File: config.mk
export PLATFORM = sky130hd
export DESIGN_NAME = cam_capture_ctrl
export DESIGN_NICKNAME = d
export VERILOG_FILES = /design/src/rtl/cam_pkg.sv /design/src/rtl/cam_edge_sync.sv /design/src/rtl/cam_capture_ctrl.sv
export SDC_FILE = /design/constraint.sdc
export NUM_CORES = 1
export LEC_CHECK = 0
export BUFFER_PORTS_ARGS = -buffer_cell sky130_fd_sc_hd__buf_4
export CAP_MARGIN = 10
export CORE_ASPECT_RATIO = 2
export CORE_UTILIZATION = 46
export DETAILED_ROUTE_END_ITERATION = 10
export GPL_TIMING_DRIVEN = 1
export PLACE_DENSITY = 0.66
export RECOVER_POWER = 50
export SLEW_MARGIN = 10
export SYNTH_ARGS = -nofsm -noshare
export SYNTH_HDL_FRONTEND = slang
export SYNTH_SLANG_ARGS = --single-unit
File: constraint.sdc
create_clock -name CLK -period 6.1 [get_ports CLK]
set_clock_uncertainty 0.1 [all_clocks]
set_input_delay 0.305 -clock CLK [delete_from_list [all_inputs] [get_ports CLK]]
set_output_delay 0.305 -clock CLK [all_outputs]
set_load 0.02 [all_outputs]
File: src/rtl/cam_pkg.sv
// Shared types and helpers for the camera capture path: FSM encoding,
// default frame geometry and the RGB565 -> RGB332 pixel packing.
package cam_pkg;

  typedef enum logic [1:0] {
    ST_IDLE    = 2'd0,
    ST_SYNC    = 2'd1,
    ST_VBLANK  = 2'd2,
    ST_CAPTURE = 2'd3
  } cam_state_t;

  localparam int CAM_WIDTH  = 176;
  localparam int CAM_HEIGHT = 144;

  // byte0 = RRRRRGGG, byte1 = GGGBBBBB (camera order)
  function automatic logic [7:0] rgb565_to_rgb332(input logic [7:0] byte0,
                                                  input logic [7:0] byte1);
    return {byte0[7:5], byte0[2:0], byte1[4:3]};
  endfunction

endpackage

File: src/rtl/cam_edge_sync.sv
// Single register stage on the camera pins plus rise/fall detection of
// VSYNC and HREF (registered value versus previous registered value).
module cam_edge_sync (
  input  logic       clk,
  input  logic       rst_n,
  input  logic       vsync,
  input  logic       href,
  input  logic [7:0] d,
  output logic       href_q,
  output logic [7:0] d_q,
  output logic       vs_rise,
  output logic       vs_fall,
  output logic       href_rise,
  output logic       href_fall
);

  logic vs_q;
  logic vs_p;
  logic href_p;

  always_ff @(posedge clk or negedge rst_n) begin
    if (!rst_n) begin
      vs_q   <= 1'b0;
      vs_p   <= 1'b0;
      href_q <= 1'b0;
      href_p <= 1'b0;
      d_q    <= 8'd0;
    end else begin
      vs_q   <= vsync;
      vs_p   <= vs_q;
      href_q <= href;
      href_p <= href_q;
      d_q    <= d;
    end
  end

  assign vs_rise   = vs_q & ~vs_p;
  assign vs_fall   = ~vs_q & vs_p;
  assign href_rise = href_q & ~href_p;
  assign href_fall = ~href_q & href_p;

endmodule

File: src/rtl/cam_capture_ctrl.sv
// Captures RGB565 camera frames into the frame buffer as RGB332: pairs bytes
// into pixels, generates a running write address and reports frame status.
module cam_capture_ctrl
  import cam_pkg::*;
#(
  parameter int WIDTH  = CAM_WIDTH,
  parameter int HEIGHT = CAM_HEIGHT,
  parameter int ADDR_W = 15
) (
  input  logic              CLK,
  input  logic              RESET_N,
  input  logic              START,
  input  logic              CONTINUOUS,
  input  logic              CAM_VSYNC,
  input  logic              CAM_HREF,
  input  logic [7:0]        CAM_D,
  output logic [ADDR_W-1:0] W_ADDR,
  output logic [7:0]        W_DATA,
  output logic              W_EN,
  output logic              BUSY,
  output logic              FRAME_DONE,
  output logic              FRAME_ERR,
  output logic [7:0]        FRAME_CNT,
  output cam_state_t        dbg_state
);

  localparam int XW = $clog2(WIDTH + 1);
  localparam int YW = $clog2(HEIGHT + 1);
  localparam logic [XW-1:0] X_MAX = XW'(WIDTH);
  localparam logic [YW-1:0] Y_MAX = YW'(HEIGHT);

  logic       href_q, vs_rise, vs_fall, href_rise, href_fall;
  logic [7:0] d_q;

  cam_edge_sync u_sync (
    .clk      (CLK),
    .rst_n    (RESET_N),
    .vsync    (CAM_VSYNC),
    .href     (CAM_HREF),
    .d        (CAM_D),
    .href_q   (href_q),
    .d_q      (d_q),
    .vs_rise  (vs_rise),
    .vs_fall  (vs_fall),
    .href_rise(href_rise),
    .href_fall(href_fall)
  );

  cam_state_t        state, state_n;
  logic [XW-1:0]     x, x_n;
  logic [YW-1:0]     y, y_n;
  logic [ADDR_W-1:0] addr, addr_n;
  logic              phase, phase_n;
  logic [7:0]        byte0, byte0_n;
  logic              line_ovf, line_ovf_n;
  logic              frame_ovf, frame_ovf_n;
  logic [ADDR_W-1:0] w_addr_n;
  logic [7:0]        w_data_n, cnt_n;
  logic              w_en_n, done_n, err_n;

  always_ff @(posedge CLK or negedge RESET_N) begin
    if (!RESET_N) begin
      state      <= ST_IDLE;
      x          <= '0;
      y          <= '0;
      addr       <= '0;
      phase      <= 1'b0;
      byte0      <= 8'd0;
      line_ovf   <= 1'b0;
      frame_ovf  <= 1'b0;
      W_ADDR     <= '0;
      W_DATA     <= 8'd0;
      W_EN       <= 1'b0;
      FRAME_DONE <= 1'b0;
      FRAME_ERR  <= 1'b0;
      FRAME_CNT  <= 8'd0;
    end else begin
      state      <= state_n;
      x          <= x_n;
      y          <= y_n;
      addr       <= addr_n;
      phase      <= phase_n;
      byte0      <= byte0_n;
      line_ovf   <= line_ovf_n;
      frame_ovf  <= frame_ovf_n;
      W_ADDR     <= w_addr_n;
      W_DATA     <= w_data_n;
      W_EN       <= w_en_n;
      FRAME_DONE <= done_n;
      FRAME_ERR  <= err_n;
      FRAME_CNT  <= cnt_n;
    end
  end

  // W_EN is a one-cycle write strobe with no backpressure; W_ADDR/W_DATA are
  // only meaningful in a cycle where W_EN is high and hold otherwise.
  always_comb begin
    state_n     = state;
    x_n         = x;
    y_n         = y;
    addr_n      = addr;
    phase_n     = phase;
    byte0_n     = byte0;
    line_ovf_n  = line_ovf;
    frame_ovf_n = frame_ovf;
    w_addr_n    = W_ADDR;
    w_data_n    = W_DATA;
    w_en_n      = 1'b0;
    done_n      = 1'b0;
    err_n       = FRAME_ERR;
    cnt_n       = FRAME_CNT;
    case (state)
      ST_IDLE: begin
        if (START) begin
          state_n = ST_SYNC;
          err_n   = 1'b0;
        end
      end
      ST_SYNC: begin
        if (vs_rise) state_n = ST_VBLANK;
      end
      ST_VBLANK: begin
        if (vs_fall) begin
          state_n     = ST_CAPTURE;
          x_n         = '0;
          y_n         = '0;
          addr_n      = '0;
          phase_n     = 1'b0;
          line_ovf_n  = 1'b0;
          frame_ovf_n = 1'b0;
        end
      end
      ST_CAPTURE: begin
        if (href_q) begin
          // the byte arriving with the HREF rising edge always starts a pixel
          if (href_rise || !phase) begin
            byte0_n = d_q;
            phase_n = 1'b1;
          end else begin
            phase_n = 1'b0;
            if (x < X_MAX && y < Y_MAX && !vs_rise) begin
              w_en_n   = 1'b1;
              w_addr_n = addr;
              w_data_n = rgb565_to_rgb332(byte0, d_q);
              addr_n   = addr + ADDR_W'(1);
            end
            if (x < X_MAX) x_n = x + XW'(1);
            else           line_ovf_n = 1'b1;
          end
        end
        if (href_fall) begin
          if (x != X_MAX || line_ovf || phase) err_n = 1'b1;
          phase_n    = 1'b0;
          x_n        = '0;
          line_ovf_n = 1'b0;
          if (y < Y_MAX) y_n = y + YW'(1);
          else           frame_ovf_n = 1'b1;
        end
        // frame end sees the line count already updated by a coincident line end
        if (vs_rise) begin
          if (y_n != Y_MAX || frame_ovf_n) err_n = 1'b1;
          done_n  = 1'b1;
          cnt_n   = FRAME_CNT + 8'd1;
          state_n = CONTINUOUS ? ST_VBLANK : ST_IDLE;
        end
      end
      default: state_n = ST_IDLE;
    endcase
  end

  assign BUSY      = (state != ST_IDLE);
  assign dbg_state = state;

endmodule
# Word level (Yosys, flattened, before mapping)
# Cells that the tools add are included.
dict set report totals {
  register_bits 90
}
dict set report classes {
  order_cmp 2
  reduce_logical 22
  n_eq_ne 16
  n_mux 47
  addsub 4
  bitwise_logic 9
}
# op count
set op_table {}
lappend op_table {{$mux 8} 8}
lappend op_table {{$mux 15} 4}
lappend op_table {{$pmux 8 s2} 2}
lappend op_table {{$pmux 15 s2} 1}
lappend op_table {{$add 8x1->8 const B} 3}
lappend op_table {{$mux 1} 22}
lappend op_table {{$lt 8x8->1 const B} 2}
lappend op_table {{$ne 8x8->1 const B} 2}
lappend op_table {{$add 15x1->15 const B} 1}
lappend op_table {{$reduce_and 5->1} 3}
lappend op_table {{$mux 2} 5}
lappend op_table {{$ne 2x2->1 const B} 5}
lappend op_table {{$ne 3x3->1 const B} 3}
lappend op_table {{$pmux 1 s2} 4}
lappend op_table {{$pmux 2 s4} 1}
lappend op_table {{$reduce_and 4->1} 2}
lappend op_table {{$reduce_and 2->1} 3}
lappend op_table {{$reduce_and 3->1} 2}
lappend op_table {{$reduce_bool 2->1} 3}
lappend op_table {{$not 1->1} 5}
lappend op_table {{$and 1x1->1} 4}
lappend op_table {{$eq 2x2->1 const B} 2}
lappend op_table {{$logic_or 1x1->1} 4}
lappend op_table {{$ne 2x1->1 const B} 2}
lappend op_table {{other kinds (5)} 7}

# Depth between registers and ports, before layout
# Gate-level depths: netlist of the first run.
dict set report depth {
  ltp_word 9
  depth_mapped 7
  ltp_nobuf 6
}

# Modules after synthesis
# From an unflattened synthesis of the first run, not the netlist that was laid out.
dict set report hier_totals {
  hier_cells 349
  area_unflattened_um2 3936.3
}
# mod instances area_per_inst_um2 cells_per_inst
set modules_own_cells {}
lappend modules_own_cells {cam_capture_ctrl 1 3601.0 333}
lappend modules_own_cells {cam_edge_sync 1 335.3 16}

# Worst setup path after synthesis of the first run
# Ideal clock, no wire load.
dict set report synth_path {
  kind {register -> register}
  start {register y[4]}
  end {register addr[11]}
  arrival_time_ps 2243
  path_stages_with_launch 7
  n_path_buf 1
  setup_time_ps 78
  setup_slack_ps 3679
  path_cell_list {dfrtp_1 buf_6 o31a_1 a2111o_1 a2111oi_4 or4b_1 a21oi_1}
}
dict set report synth_via {
  elab_chain_cells 5
}
# item line_no
set synth_rtl {}
lappend synth_rtl {{from (decl)} cam_capture_ctrl.sv:51} ;# logic [YW-1:0] y, y_n;
lappend synth_rtl {{from (signal assigned)} cam_capture_ctrl.sv:80} ;# y <= y_n;
lappend synth_rtl {{$lt 8x8->1} cam_capture_ctrl.sv:141} ;# if (x < X_MAX && y < Y_MAX && !vs_rise) begin
lappend synth_rtl {{$logic_and 1x1->1 (2 in a row)} cam_capture_ctrl.sv:141}
lappend synth_rtl {{$ne 2x2->1 (no source line)} -}
lappend synth_rtl {{$reduce_and 5->1 (no source line)} -}
lappend synth_rtl {{to (signal assigned)} cam_capture_ctrl.sv:81} ;# addr <= addr_n;
lappend synth_rtl {{to (decl)} cam_capture_ctrl.sv:52} ;# logic [ADDR_W-1:0] addr, addr_n;
# Every way passes these cells.
# A chain may end at the register's enable or synchronous reset.

# Final worst setup path of the first run
dict set report layout_path {
  start {register state[0], in the netlist dbg_state[0]}
  end {register byte0[2]}
}
dict set report layout_via {
  elab_chain_cells 2
}
# item line_no
set layout_rtl {}
lappend layout_rtl {{from (decl)} cam_capture_ctrl.sv:49} ;# cam_state_t state, state_n;
lappend layout_rtl {{from (signal assigned)} cam_capture_ctrl.sv:78} ;# state <= state_n;
lappend layout_rtl {{$eq 2x2->1} cam_capture_ctrl.sv:112} ;# case (state)
lappend layout_rtl {{$reduce_and 3->1 (no source line)} -}
lappend layout_rtl {{to (signal assigned)} cam_capture_ctrl.sv:83} ;# byte0 <= byte0_n;
lappend layout_rtl {{to (decl)} cam_capture_ctrl.sv:54} ;# logic [7:0] byte0, byte0_n;
# Every way passes these cells.

==> results, run 1 <==
- The flow ran to the end, but the final reports show violations.
- The checks that failed: capacitance limit, slew limit.
- At the later pin of the worst-skew pair, clock insertion delay measures approximately 0.34 ns.
- The detailed router finished its first iteration with 140 violations.
- The CTS tree is done.
- Data on the critical path arrives at its endpoint at 2.83 ns.
- The number of distinct library cell variants in the gate-level netlist after synthesis is between 40 and 50.
- The number of hold violations in the final report was 0.
- After routing the design area is between 4000 and 5000 µm².
- For this block, the via count after detailed routing is between 2,000 and 3,000.
- By startpoint and endpoint, the worst setup path is classified as flop to flop.
- STA classifies the critical path endpoint as a flop.
- Setup repair after global routing left no endpoint under its margin.
- The initial antenna violation count was 0.
- The max capacitance violation total is 1.
- The residual antenna-violating net count after detailed routing is 0.
- The cell type contributing the most total cell area after synthesis is sky130_fd_sc_hd__dfrtp_1.
- Cell internal power was estimated by the tool at about 0.0012 W.
- Combinational logic is responsible for 25.1% of the overall power.
- The clock period could shrink to ~2.7 ns.
- The Yosys step of the flow raised 0 warnings.
- The mapped netlist covers about 3900 µm².
- Ranked by total cell area, the synthesized netlist is headed by sky130_fd_sc_hd__dfrtp_1 (56%), sky130_fd_sc_hd__mux2_2 (9.2%), sky130_fd_sc_hd__o21ai_0 (2.7%), sky130_fd_sc_hd__nand2_1 (2.6%), sky130_fd_sc_hd__a21oi_1 (2.5%).
- The wire length of the first global-routing pass is between 10,000 and 15,000 µm.
- 51 I/O pins were placed.
- The total negative setup slack is 0 ns.
- The remaining max-slew budget at the tightest pin is -21.03%.
- The root buffer cell is sky130_fd_sc_hd__clkbuf_16.
- The antenna cell count is 0.
- The number of buffers and inverters on the critical path is 0.
- The final layout contains 425 nets.
- The via count of the first global-routing pass is approximately 2,900.
- The count of pins over their slew limit is 35.
- The total clock sinks is 88.
- The area of the die is ~8900 µm².
- The ratio of routed vias to standard cells is between 5 and 6.
- In this run the deepest clock path goes through 2 buffers.
- Of all nets on the critical path, the largest fanout is 16.
- The register-to-register setup slack is 3.40 ns.
- The first detailed-routing pass ran for 4 iterations.
- In this run, synthesis produced a sequential element count of just under 90.
- The vertical die dimension is ~130 µm.
- The post-cts resize count is 0.
- The number of instances in the synthesized netlist is 347.
- The peak per-stage delay on the critical path is between 0.6 and 0.7 ns.
- TritonCTS created 9 clock buffers.
- Dividing the synthesized area by the synthesized cell count gives approximately 11 µm².
- The share of async-settable or async-resettable flops after synthesis is 100.0%.
- The synthesized design devotes to its leading area cell type 56.05% of total area.
- The H-tree was split into 3 levels.
- The number of core rows is 47.
- The power dissipated by switching net loads is 0.0006195 W.
- The count of input and output buffers is 50.
- Global routing consumed, over all layers together, between 20% and 30% of the routing resources.
- After clock tree synthesis, the clock-pin slew on the worst setup and hold paths is around 0.06 ns.
- Walking the worst path, the cells encountered are nand2_1, a21oi_1, and2_1, mux2_2.
- In this run, the clock network consumes approximately a third of the power.
- The average wire length per cell after detail routing is 16.99 µm.
- The design draws approximately 0.0018 W.
- The final number of setup-violating endpoints is 0.
- For this run, design rule violations remaining after detail routing come to 0.
- The pin count of the biggest net entering global routing is 56.
- The worst vdd rail ir drop is approximately 0.26 mV.
- The core region is between 8000 and 9000 µm².
- The routability-driven placement congestion ratio is slightly below 0.9.
- The wire length reported by the detailed router is between 8000 and 9000 µm.
- For the worst setup path, the data required time is between 6 and 7 ns.
- Counting instances in the post-synthesis netlist gives the leading cell types as sky130_fd_sc_hd__dfrtp_1 (88), sky130_fd_sc_hd__mux2_2 (32), sky130_fd_sc_hd__nand2_1 (27).
- The die is around 67 µm wide.
- The commonest register cell after synthesis is sky130_fd_sc_hd__dfrtp_1.
- For this run the aggregate overflow at the end of global routing stands at 0.
- The fraction of layout cells with a size suffix above 1 is about 16%.
- The detailed-placement wirelength estimate is slightly above 6000 µm.
- The analysis attributes to cell leakage a power of 2.066 nW.
- The sequential fraction of the synthesis area is a little under three fifths.
- In this run the cell area measured after placement is 4375 µm².
- The class of the worst hold path is primary input to flop.
- The switching power as a share of total power is between 30% and 40%.
- For the pin with the worst max-slew slack, the measured transition is ~1.8 ns.
- The share of total power dissipated in sequential elements is 42.4%.
- The area overhead of the layout relative to synthesis is 18.82%.
- The maximum clock frequency is approximately 370 MHz.
- The family with the most delay on the worst path is simple AND/OR/NAND/NOR gates.
- In this run the power density over the cells is 389.2 nW/µm².
- The master of the slowest instance on the critical path is sky130_fd_sc_hd__dfrtp_1.
- The final period utilization is 44.28%.
- The net count after synthesis is between 300 and 400.
- sky130_fd_sc_hd__dfrtp_1 is the most common cell in the netlist.
- The kind of launch point of the worst setup path is a flop.
- The initial core utilization is 47.38%.
- The number of enable flip-flop cells after synthesis is 0.
==> sequential cells by signal, summed over array words and instances (netlist names) <==
signal         flops
FRAME_CNT          8
FRAME_DONE         1
FRAME_ERR          1
W_ADDR            15
W_DATA             8
W_EN               1
addr              15
byte0              6
dbg_state          2
frame_ovf          1
line_ovf           1
phase              1
u_sync.d_q         8
u_sync.href_p      1
u_sync.href_q      1
u_sync.vs_p        1
u_sync.vs_q        1
x                  8
y                  8
==> layout by cell type (no fill, tap or decap), types with 2 or more instances in the layout <==
| cell | n |
|---|---|
| sky130_fd_sc_hd__and4_1 | 3 |
| sky130_fd_sc_hd__o41ai_1 | 3 |
| sky130_fd_sc_hd__nand2b_1 | 8 |
| sky130_fd_sc_hd__nand2_1 | 27 |
| sky130_fd_sc_hd__o31ai_1 | 5 |
| sky130_fd_sc_hd__mux2i_1 | 5 |
| sky130_fd_sc_hd__clkbuf_4 | 10 |
| sky130_fd_sc_hd__and3_1 | 7 |
| sky130_fd_sc_hd__xor2_1 | 2 |
| sky130_fd_sc_hd__or4_1 | 3 |
| sky130_fd_sc_hd__nand4_1 | 7 |
| sky130_fd_sc_hd__nand3_1 | 16 |
| sky130_fd_sc_hd__clkinvlp_4 | 2 |
| sky130_fd_sc_hd__a2111oi_0 | 2 |
| sky130_fd_sc_hd__a21o_1 | 2 |
| sky130_fd_sc_hd__xnor2_1 | 9 |
| sky130_fd_sc_hd__a22o_1 | 2 |
| sky130_fd_sc_hd__a21oi_1 | 20 |
| sky130_fd_sc_hd__bufinv_16 | 2 |
| sky130_fd_sc_hd__and2_1 | 3 |
| sky130_fd_sc_hd__o311ai_0 | 2 |
| sky130_fd_sc_hd__clkbuf_16 | 9 |
| sky130_fd_sc_hd__ha_1 | 5 |
| sky130_fd_sc_hd__o21ai_0 | 20 |
| sky130_fd_sc_hd__or4b_1 | 2 |
| sky130_fd_sc_hd__clkbuf_1 | 38 |
| sky130_fd_sc_hd__inv_1 | 8 |
| sky130_fd_sc_hd__or3_1 | 2 |
| sky130_fd_sc_hd__dfrtp_1 | 88 |
| sky130_fd_sc_hd__o31a_1 | 2 |
| sky130_fd_sc_hd__buf_4 | 5 |
| sky130_fd_sc_hd__nor3_1 | 5 |
| sky130_fd_sc_hd__nor2b_1 | 4 |
| sky130_fd_sc_hd__nor2_1 | 19 |
| sky130_fd_sc_hd__a31oi_1 | 6 |
| sky130_fd_sc_hd__mux2_2 | 32 |
| sky130_fd_sc_hd__dlygate4sd3_1 | 11 |
==> cell families after synthesis <==
kind of cell | Yosys count | synth area share, %
compound gates | 72 | 12.20
mux | 37 | 10.45
fa+ha+maj | 5 | 1.592
flops | 88 | 56.05
simple gates | 111 | 14.81
buf+inv | 23 | 2.452
xor+xnor | 11 | 2.452
==> metal layers <==
metal	part of all wire (%)	up-vias	routed length (µm)	GRT usage (%)
met5	0	-	0	0
met4	3.1	0	272	12.53
met3	3.9	23	334	4.741
met2	56	87	4819	37.39
met1	37	1436	3223	22.13
li1	-	1374	-	-
==> power groups by stage <==
stage | sequential [W] | clock, W | combinational, W
floorplan | 0.000816 | 0 | 0.000270
global placement | 0.000777 | 0 | 0.000486
detailed placement | 0.000781 | 0 | 0.000498
CTS | 0.000772 | 0.000607 | 0.000504
global route | 0.000786 | 0.000631 | 0.000497
finish | 0.000771 | 0.000591 | 0.000456
==> worst register-to-register path: stages (launching register included) <==
cell                      delay (ns)
sky130_fd_sc_hd__dfrtp_1        0.66
sky130_fd_sc_hd__nand2_1        0.46
sky130_fd_sc_hd__a21oi_1        0.59
sky130_fd_sc_hd__and2_1         0.40
sky130_fd_sc_hd__mux2_2         0.38
==> layout make-up <==
class	count	area (µm²)
multi-input combinational	236	1630
clock buffer	10	229.0
inverter	8	30.03
tap	98	122.6
fill	737	3623
clock inverter	6	92.59
timing repair buffer	63	361.6
sequential	88	2202
==> what timing repair did <==
| item | 4_1_cts | 5_1_grt |
|---|---|---|
| hold endpoints to repair | 43 | 0 |
| setup endpoints to repair | 0 | 0 |
| hold buffers | 11 | 0 |
| setup buffers | 0 | 0 |
==> stage by stage <==
stage / setup slack, ns / util (%) / instances / hold slack [ns]
2_1_floorplan: 3.679 / - / 347 / -0.09059
3_3_place_gp: 3.542 / 52.77 / 482 / 0.1786
3_5_place_dp: 3.438 / 52.77 / 482 / 0.1840
4_1_cts: 3.422 / 57.98 / 509 / 0.1502
5_1_grt: 2.936 / 56.30 / 509 / 0.1572
6_report: 3.399 / 56.30 / 509 / 0.1524
==> final timing paths <==
kind,from,endpoint,depth (start not counted)
max,dbg_state[0],byte0[2],4
min,CONTINUOUS,dbg_state[1],3
max reg2reg,dbg_state[0],byte0[2],4
min reg2reg,u_sync.vs_q,u_sync.vs_p,0
max in group asynchronous,RESET_N,addr[1],3
min in group asynchronous,RESET_N,x[4],2
No activity file was read; power rests on OpenSTA's default activity.
==> run 2: changes to the inputs <==
--- a/config.mk
+++ b/config.mk
@@ -11,7 +11,7 @@
 export CORE_UTILIZATION = 46
 export DETAILED_ROUTE_END_ITERATION = 10
 export GPL_TIMING_DRIVEN = 1
-export PLACE_DENSITY = 0.66
+export PLACE_DENSITY = 0.68
 export RECOVER_POWER = 50
 export SLEW_MARGIN = 10
 export SYNTH_ARGS = -nofsm -noshare
==> constraint.sdc (replaced) <==
create_clock -name CLK -period 2.25 [get_ports CLK]
set_clock_uncertainty 0.1 [all_clocks]
set_input_delay 0.1125 -clock CLK [delete_from_list [all_inputs] [get_ports CLK]]
set_output_delay 0.1125 -clock CLK [all_outputs]
set_load 0.02 [all_outputs]
==> run 2 against run 1 <==
Compared with the run above:
- the run ends with setup timing left
- power rose to 2.9 times the previous value
- first-iteration DRC count rose by 32%
- combinational power rose to 3.3 times the previous value
- routed wire length rose by 6.5%
- sequential power rose to 2.7 times the previous value
- non-clock buffer count rose by 34
- register-to-register slack got worse by 3.5 ns
- hold slack got worse by 0.0069 ns
- critical path type unchanged
- largest power group unchanged
==> results, run 2 (same netlist as run 1, synthesis figures left out) <==
- The initial antenna violation count is 0 (unchanged).
- The initial core utilization was 47.38% (unchanged).
- The power dissipated by switching net loads is 0.001754 W (+180%).
- From synthesis to final layout, the design area changed by 27.61%.
- The number of buffers added by the clock tree synthesis step is 9 (unchanged).
- The final reports fail on setup timing.
- The vertical die dimension is 132.7 µm (unchanged).
- The peak per-stage delay on the critical path is 0.48 ns (-0.18 ns).
- The detailed-placement wirelength estimate is 6535 µm (+5.0%).
- The flow ran to the end, but the final reports show violations.
- The source-to-sink clock delay at the later pin of the worst-skew pair is 0.34 ns (about the same).
- The die extent in x is 67.35 µm (unchanged).
- The via count of the first global-routing pass was 3,259 (+12%).
- The non-filler instance count after layout is 543 (+6.7%).
- The kind of launch point of the worst setup path is a flop.
- The transition time at the pin with the least slew margin is 1.104 ns (-0.7110 ns).
- The number of vias in the routed layout is 3,074 (+5.3%).
- The combined global-route utilization of all metal layers is 23.15% (+1.8 points).
- The signal on the critical path passes through o31a_1, a2111o_1, a2111oi_4, or4b_1, a21oi_1.
- On the critical path the largest part of the delay comes from compound AO/OA/AOI/OAI gates.
- The data arrival at the endpoint of the critical path is 2.48 ns (-0.35 ns).
- The residual antenna-violating net count after detailed routing was 0 (unchanged).
- The area of the die is 8937 µm² (unchanged).
- The shortest clock period the worst path allows after layout came to 2.322 ns (-0.3797 ns).
- The largest driver fanout on the critical path was 5 (-11).
- The internal portion of total power is 0.003444 W (+190%).
- The remaining max-slew budget at the tightest pin was 26.37% (+47 points).
- In this run the clock root is driven by a sky130_fd_sc_hd__clkbuf_16.
- The total clock sinks is 88 (unchanged).
- The required time reported for the critical path endpoint is 2.41 ns (-3.81 ns).
- The count of pins over their slew limit came to 0 (-100%).
- The maximum clock frequency is 430.7 MHz (+16%).
- In the layout the commonest cells are sky130_fd_sc_hd__dfrtp_1 (88), sky130_fd_sc_hd__buf_4 (41), sky130_fd_sc_hd__mux2_2 (32).
- The total power divided by cell area is 1037 nW/µm² (+170%).
- The fraction of layout cells with a size suffix above 1 is 25.62% (+9.6 points).
- The ratio of routed vias to standard cells is 5.661 (-1.3%).
- The register-to-register setup slack is -0.07 ns (-3.47 ns).
- The leading cell type in the layout, fill and taps excluded is sky130_fd_sc_hd__dfrtp_1.
- The first-pass iteration count of the detailed router is 4 (unchanged).
- The area of the placeable core was 8292 µm² (unchanged).
- The pin count of the biggest net entering global routing is 45 (-20%).
- The filler cell count is 730 (-0.95%).
- Setup repair after global routing could not meet its margin everywhere.
- The routability-driven placement congestion ratio is 0.8241 (-5.5%).
- The share of total power in combinational logic was 29.3% (+4.2 points).
- The max capacitance violation total is 0 (-1).
- The total cell area at the placement stage is 4633 µm² (+5.9%).
- The clock group share of total power is 31.2% (-1.3 points).
- The average wire length per cell after detail routing was 16.96 µm (-0.20%).
- The largest registers in the layout are W_ADDR (15), addr (15).
- The deepest clock path buffer count is 2 (unchanged).
- The worst vdd rail ir drop came to 0.7182 mV (+180%).
- The number of hold violations in the final report is 0 (unchanged).
- The leakage power is 2.279 nW (+10%).
- The clock transition at the registers of the reported paths is 0.07 ns (about the same).
- The remaining design rule violation count came to 0 (unchanged).
- The final net count was 459 (+8.0%).
- The number of I/O pins came to 51 (unchanged).
- Among all stages on the critical path, the largest delay is contributed by sky130_fd_sc_hd__or4b_1.
- The total instance count after detailed placement was 513 (+6.4%).
- The final period utilization is 103.2% (+59 points).
- The switching power as a share of total power is 33.75% (-0.35 points).
- The post-layout worst setup margin is -0.07160 ns (-3.470 ns).
- The classification of the worst setup path is flop to flop.
- The count of buffering cells on the critical path with inverters included is 0 (unchanged).
- The final number of setup-violating endpoints is 6 (+6).
- The final non-filler cell area is 5014 µm² (+7.4%).
- The antenna cell count is 0 (unchanged).
- The CTS tree is done.
- The wire length reported by the detailed router is 9209 µm (+6.5%).
- The worst hold path belongs to the class primary input to flop.
- The portion of total power attributed to sequential cells was 39.4% (-3.0 points).
- The maximum level of the CTS H-tree was 3 (unchanged).
- The number of design-rule violations left by the first detailed-router iteration is 185 (+32%).
- The aggregate global routing overflow is 0 (unchanged).
- The wire length of the first global-routing pass came to 15,210 µm (+8.8%).
- The count of input and output buffers came to 50 (unchanged).
- The type of element capturing the critical path is a flop.
- The power consumption was 0.005198 W (+190%).
- The number of core rows is 47 (unchanged).
==> run 2: changes by cell type in the layout (fill, tap and decap cells not counted), moves of 2 or more <==
| cell | previous run | this run |
|---|---|---|
| sky130_fd_sc_hd__nand3_1 | 16 | 14 |
| sky130_fd_sc_hd__nand3_2 | 0 | 2 |
| sky130_fd_sc_hd__clkbuf_1 | 38 | 31 |
| sky130_fd_sc_hd__a21oi_1 | 20 | 17 |
| sky130_fd_sc_hd__a21oi_2 | 0 | 3 |
| sky130_fd_sc_hd__buf_4 | 5 | 41 |
==> run 2: power groups by stage <==
stage | logic [W] | registers, W | clock network (W)
finish | 0.00152 | 0.00205 | 0.00162
detailed placement | 0.00156 | 0.00209 | 0
CTS | 0.00160 | 0.00206 | 0.00167
global route | 0.00166 | 0.00210 | 0.00173
floorplan | 0.000745 | 0.00221 | 0
global placement | 0.00152 | 0.00207 | 0
==> run 2: metrics by stage <==
| step | worst slack [ns] | utilization, % | hold slack, ns | TNS, ns |
|---|---|---|---|---|
| after detailed placement | -0.06268 | 55.88 | 0.05882 | -0.2107 |
| after global placement | -0.05746 | 55.88 | 0.05111 | -0.05746 |
| after global routing | -0.1148 | 60.46 | 0.1528 | -0.7203 |
| after floorplan | -0.008499 | - | -0.2831 | -0.01700 |
| after CTS | -0.04783 | 61.46 | 0.1290 | -0.07166 |
| final | -0.07160 | 60.46 | 0.1456 | -0.1812 |
==> run 2: area by class of cell <==
class	instances	area, µm²	area share (%)
Tap cell	98	122.6	2.446
Clock buffer	9	225.2	4.492
Inverter	8	30.03	0.5990
Clock inverter	7	101.3	2.021
Sequential cell	88	2202	43.92
Timing Repair Buffer	97	651.9	13.00
Multi-Input combinational cell	236	1680	33.52
==> run 2: timing repair <==
action                                 in CTS  in global routing
endpoints found under the hold margin      53                  0
setup endpoints to repair                   5                  9
setup buffers                               2                  1
hold buffers                               12                  0
gates resized for setup                     1                 10
pin swaps                                   3                  1
==> run 2: final timing paths <==
check | end | cells after the start | from
max in group asynchronous | byte0[0] | 3 | RESET_N
min | FRAME_ERR | 6 | START
min in group asynchronous | x[7] | 2 | RESET_N
max reg2reg | addr[11] | 5 | y[5]
min reg2reg | u_sync.vs_p | 0 | u_sync.vs_q
max | addr[11] | 5 | y[5]
==> run 2: tightest hold or removal path: stages <==
cell	delay, ns
sky130_fd_sc_hd__buf_4	0.11
sky130_fd_sc_hd__inv_1	0.04
sky130_fd_sc_hd__nor2_1	0.07
sky130_fd_sc_hd__nor2b_1	0.11
sky130_fd_sc_hd__a21oi_1	0.06
sky130_fd_sc_hd__nand4_1	0.06
==> run 2: metal layers <==
| layer | vias to the layer above | global-route usage [%] | wire length, µm |
|---|---|---|---|
| li1 | 1440 | - | - |
| met1 | 1536 | 24.01 | 3341 |
| met2 | 72 | 40.22 | 5161 |
| met3 | 26 | 4.914 | 275 |
| met4 | 0 | 14.42 | 430 |
| met5 | - | 0 | 0 |
==> run 3: changes to the inputs <==
--- a/config.mk
+++ b/config.mk
@@ -8,11 +8,11 @@
 export BUFFER_PORTS_ARGS = -buffer_cell sky130_fd_sc_hd__buf_4
 export CAP_MARGIN = 10
 export CORE_ASPECT_RATIO = 2
-export CORE_UTILIZATION = 46
+export CORE_UTILIZATION = 43
 export DETAILED_ROUTE_END_ITERATION = 10
 export GPL_TIMING_DRIVEN = 1
-export PLACE_DENSITY = 0.68
 export RECOVER_POWER = 50
+export REMOVE_ABC_BUFFERS = 1
 export SLEW_MARGIN = 10
 export SYNTH_ARGS = -nofsm -noshare
 export SYNTH_HDL_FRONTEND = slang
==> run 3 against run 2 <==
Compared with the run above:
- the run still ends with setup timing left
- core utilization is 4.0 points lower
- first-iteration DRC count is 43% lower
- die area is 6.8% higher
- sequential share of layout area is 0.33 points lower
- setup slack better by 0.010 ns
- maximum frequency is 0.44% higher
- non-clock buffer count is 6 higher
- sequential power hardly changed
- largest power group unchanged
==> results, run 3 (same netlist as run 1, synthesis figures left out) <==
- The library cell used most frequently in the layout, excluding fill and tap cells, is sky130_fd_sc_hd__dfrtp_1.
- The vertical die dimension was 137.2 µm (+3.4%).
- The non-filler instance count after layout is 553 (+1.8%).
- The final number of setup-violating endpoints is 2 (-4).
- The area of the die is 9546 µm² (+6.8%).
- The post-layout worst setup margin came to -0.06140 ns (+0.01020 ns).
- The maximum clock frequency came to 432.6 MHz (+0.44%).
- The worst vdd rail ir drop was 0.6119 mV (-15%).
- The antenna cell count came to 0 (unchanged).
- The largest registers in the layout are W_ADDR (15), addr (15).
- In the layout the commonest cells are sky130_fd_sc_hd__dfrtp_1 (88), sky130_fd_sc_hd__buf_4 (42), sky130_fd_sc_hd__clkbuf_1 (37).
- The critical path is of the flop to flop type.
- The number of core rows is 49 (+4.3%).
- The total clock sinks was 88 (unchanged).
- The area overhead of the layout relative to synthesis is 28.57%.
- The source-to-sink clock delay at the later pin of the worst-skew pair came to 0.33 ns (about the same).
- The worst setup path is captured at a flop.
- The number of vias in the routed layout is 3,069 (-0.16%).
- The end-of-flow core utilization is 56.43% (-4.0 points).
- The wire length of the first global-routing pass is 14,590 µm (-4.1%).
- STA classifies the critical path startpoint as a flop.
- The combined global-route utilization of all metal layers is 19.71% (-3.4 points).
- The required time reported for the critical path endpoint was 2.41 ns (about the same).
- The remaining max-slew budget at the tightest pin is 27.09% (+0.72 points).
- The transition time at the pin with the least slew margin is 1.094 ns (-0.01075 ns).
- The max capacitance violation total is 0 (unchanged).
- The flow ran to the end, but the final reports show violations.
- The aggregate global routing overflow is 0 (unchanged).
- The deepest clock path buffer count is 2 (unchanged).
- The total power divided by cell area is 1002 nW/µm² (-3.4%).
- The detailed-placement wirelength estimate came to 6432 µm (-1.6%).
- The number of I/O pins is 51 (unchanged).
- The largest driver fanout on the critical path is 3 (-2).
- The initial antenna violation count came to 0 (unchanged).
- The fraction of layout cells with a size suffix above 1 is 26.16% (+0.55 points).
- The final net count is 465 (+1.3%).
- The clock transition at the registers of the reported paths is 0.06 ns (about the same).
- The register-to-register setup slack is -0.06 ns (about the same).
- The initial core utilization is 43.89% (-3.5 points).
- The post-place setup slack is -0.1590 ns (-0.09629 ns).
- The shortest clock period the worst path allows after layout is 2.311 ns (-0.01020 ns).
- The total instance count after detailed placement is 517 (+0.78%).
- The via count of the first global-routing pass is 3,119 (-4.3%).
- The leakage power is 2.288 nW (+0.38%).
- Setup repair after global routing could not meet its margin everywhere.
- The die extent in x is 69.59 µm (+3.3%).
- The maximum level of the CTS H-tree is 3 (unchanged).
- The total cell area at the placement stage is 4638 µm² (+0.11%).
- The routability-driven placement congestion ratio was 0.8744 (+6.1%).
- The count of input and output buffers is 50 (unchanged).
- The residual antenna-violating net count after detailed routing is 0 (unchanged).
- The count of pins over their slew limit is 0 (unchanged).
- The pin count of the biggest net entering global routing is 48 (+6.7%).
- The root buffer cell is sky130_fd_sc_hd__clkbuf_16.
- The final period utilization is 102.7% (-0.45 points).
- The number of buffers added by the clock tree synthesis step is 9 (unchanged).
- The number of design-rule violations left by the first detailed-router iteration was 105 (-43%).
- The CTS tree is done.
- The average wire length per cell after detail routing was 16.33 µm (-3.7%).
- The remaining design rule violation count is 0 (unchanged).
- The power consumption is 0.005061 W (-2.6%).
- The checks that failed: setup timing.
- The class of the worst hold path is primary input to flop.
- The data arrival at the endpoint of the critical path is 2.47 ns (about the same).
- The final non-filler cell area is 5051 µm² (+0.75%).
- The ratio of routed vias to standard cells is 5.550 (-2.0%).
- The area of the placeable core is 8951 µm² (+8.0%).
- The number of hold violations in the final report is 0 (unchanged).
- The wire length reported by the detailed router is 9028 µm (-2.0%).
- The first-pass iteration count of the detailed router was 4 (unchanged).
==> run 3: changes by cell type in the layout (fill, tap and decap cells not counted), sizes merged <==
cell	before	now
clkinv	1	2
bufinv	2	1
clkinvlp	1	0
clkbuf	52	60
buf	42	44
inv	11	8
==> run 3: worst max-delay path: stages, from the launching register on <==
cell	delay (ns)
sky130_fd_sc_hd__dfrtp_1	0.37
sky130_fd_sc_hd__o31a_1	0.31
sky130_fd_sc_hd__a2111o_1	0.35
sky130_fd_sc_hd__buf_6	0.15
sky130_fd_sc_hd__a2111oi_4	0.32
sky130_fd_sc_hd__or4b_4	0.51
sky130_fd_sc_hd__a21oi_2	0.13
==> run 3: stage by stage <==
step           setup TNS, ns  hold WS [ns]
5_1_grt              -0.4235        0.1500
3_5_place_dp         -0.7089       0.04885
4_1_cts             -0.01320        0.1069
3_3_place_gp         -0.3213       0.03810
2_1_floorplan         -10.09       -0.2831
6_report             -0.1218        0.1227
==> run 3: where the power goes <==
part / internal [W] / leakage [nW] / switching, W
Combinational: 0.000606 / 0.981 / 0.000929
Clock: 0.000918 / 0.150 / 0.000565
Sequential: 0.00184 / 1.16 / 0.000202
==> run 3: final cells by class <==
type                       instances  area [µm²]
inverter                           8       30.03
multi-input combinational        236        1705
fill                             803        3900
clock buffer                      13       260.3
tap                              102       127.6
clock inverter                     3       40.04
timing repair buffer             103       685.7
sequential                        88        2202
==> run 3: layer usage <==
layer | vias up | routed length [µm] | GRT usage (%)
li1 | 1454 | - | -
met1 | 1538 | 3425 | 20.44
met2 | 55 | 5070 | 36.79
met3 | 22 | 201 | 3.072
met4 | 0 | 331 | 11.90
met5 | - | 0 | 0
==> run 3: worst paths after layout <==
path,depth (start not counted),startpoint,end
max,6,y[6],addr[11]
min,4,START,dbg_state[0]
min in group asynchronous,2,RESET_N,x[0]
max reg2reg,6,y[6],addr[11]
min reg2reg,1,u_sync.d_q[6],byte0[6]
max in group asynchronous,3,RESET_N,W_ADDR[5]
==> run 3: what timing repair did <==
item | CTS | global route
setup buffers | 4 | 4
endpoints found under the setup margin | 10 | 12
hold buffers | 12 | 0
cloned | 0 | 0
pin swaps | 5 | 6
endpoints found under the hold margin | 52 | 0
resized for setup | 4 | 13
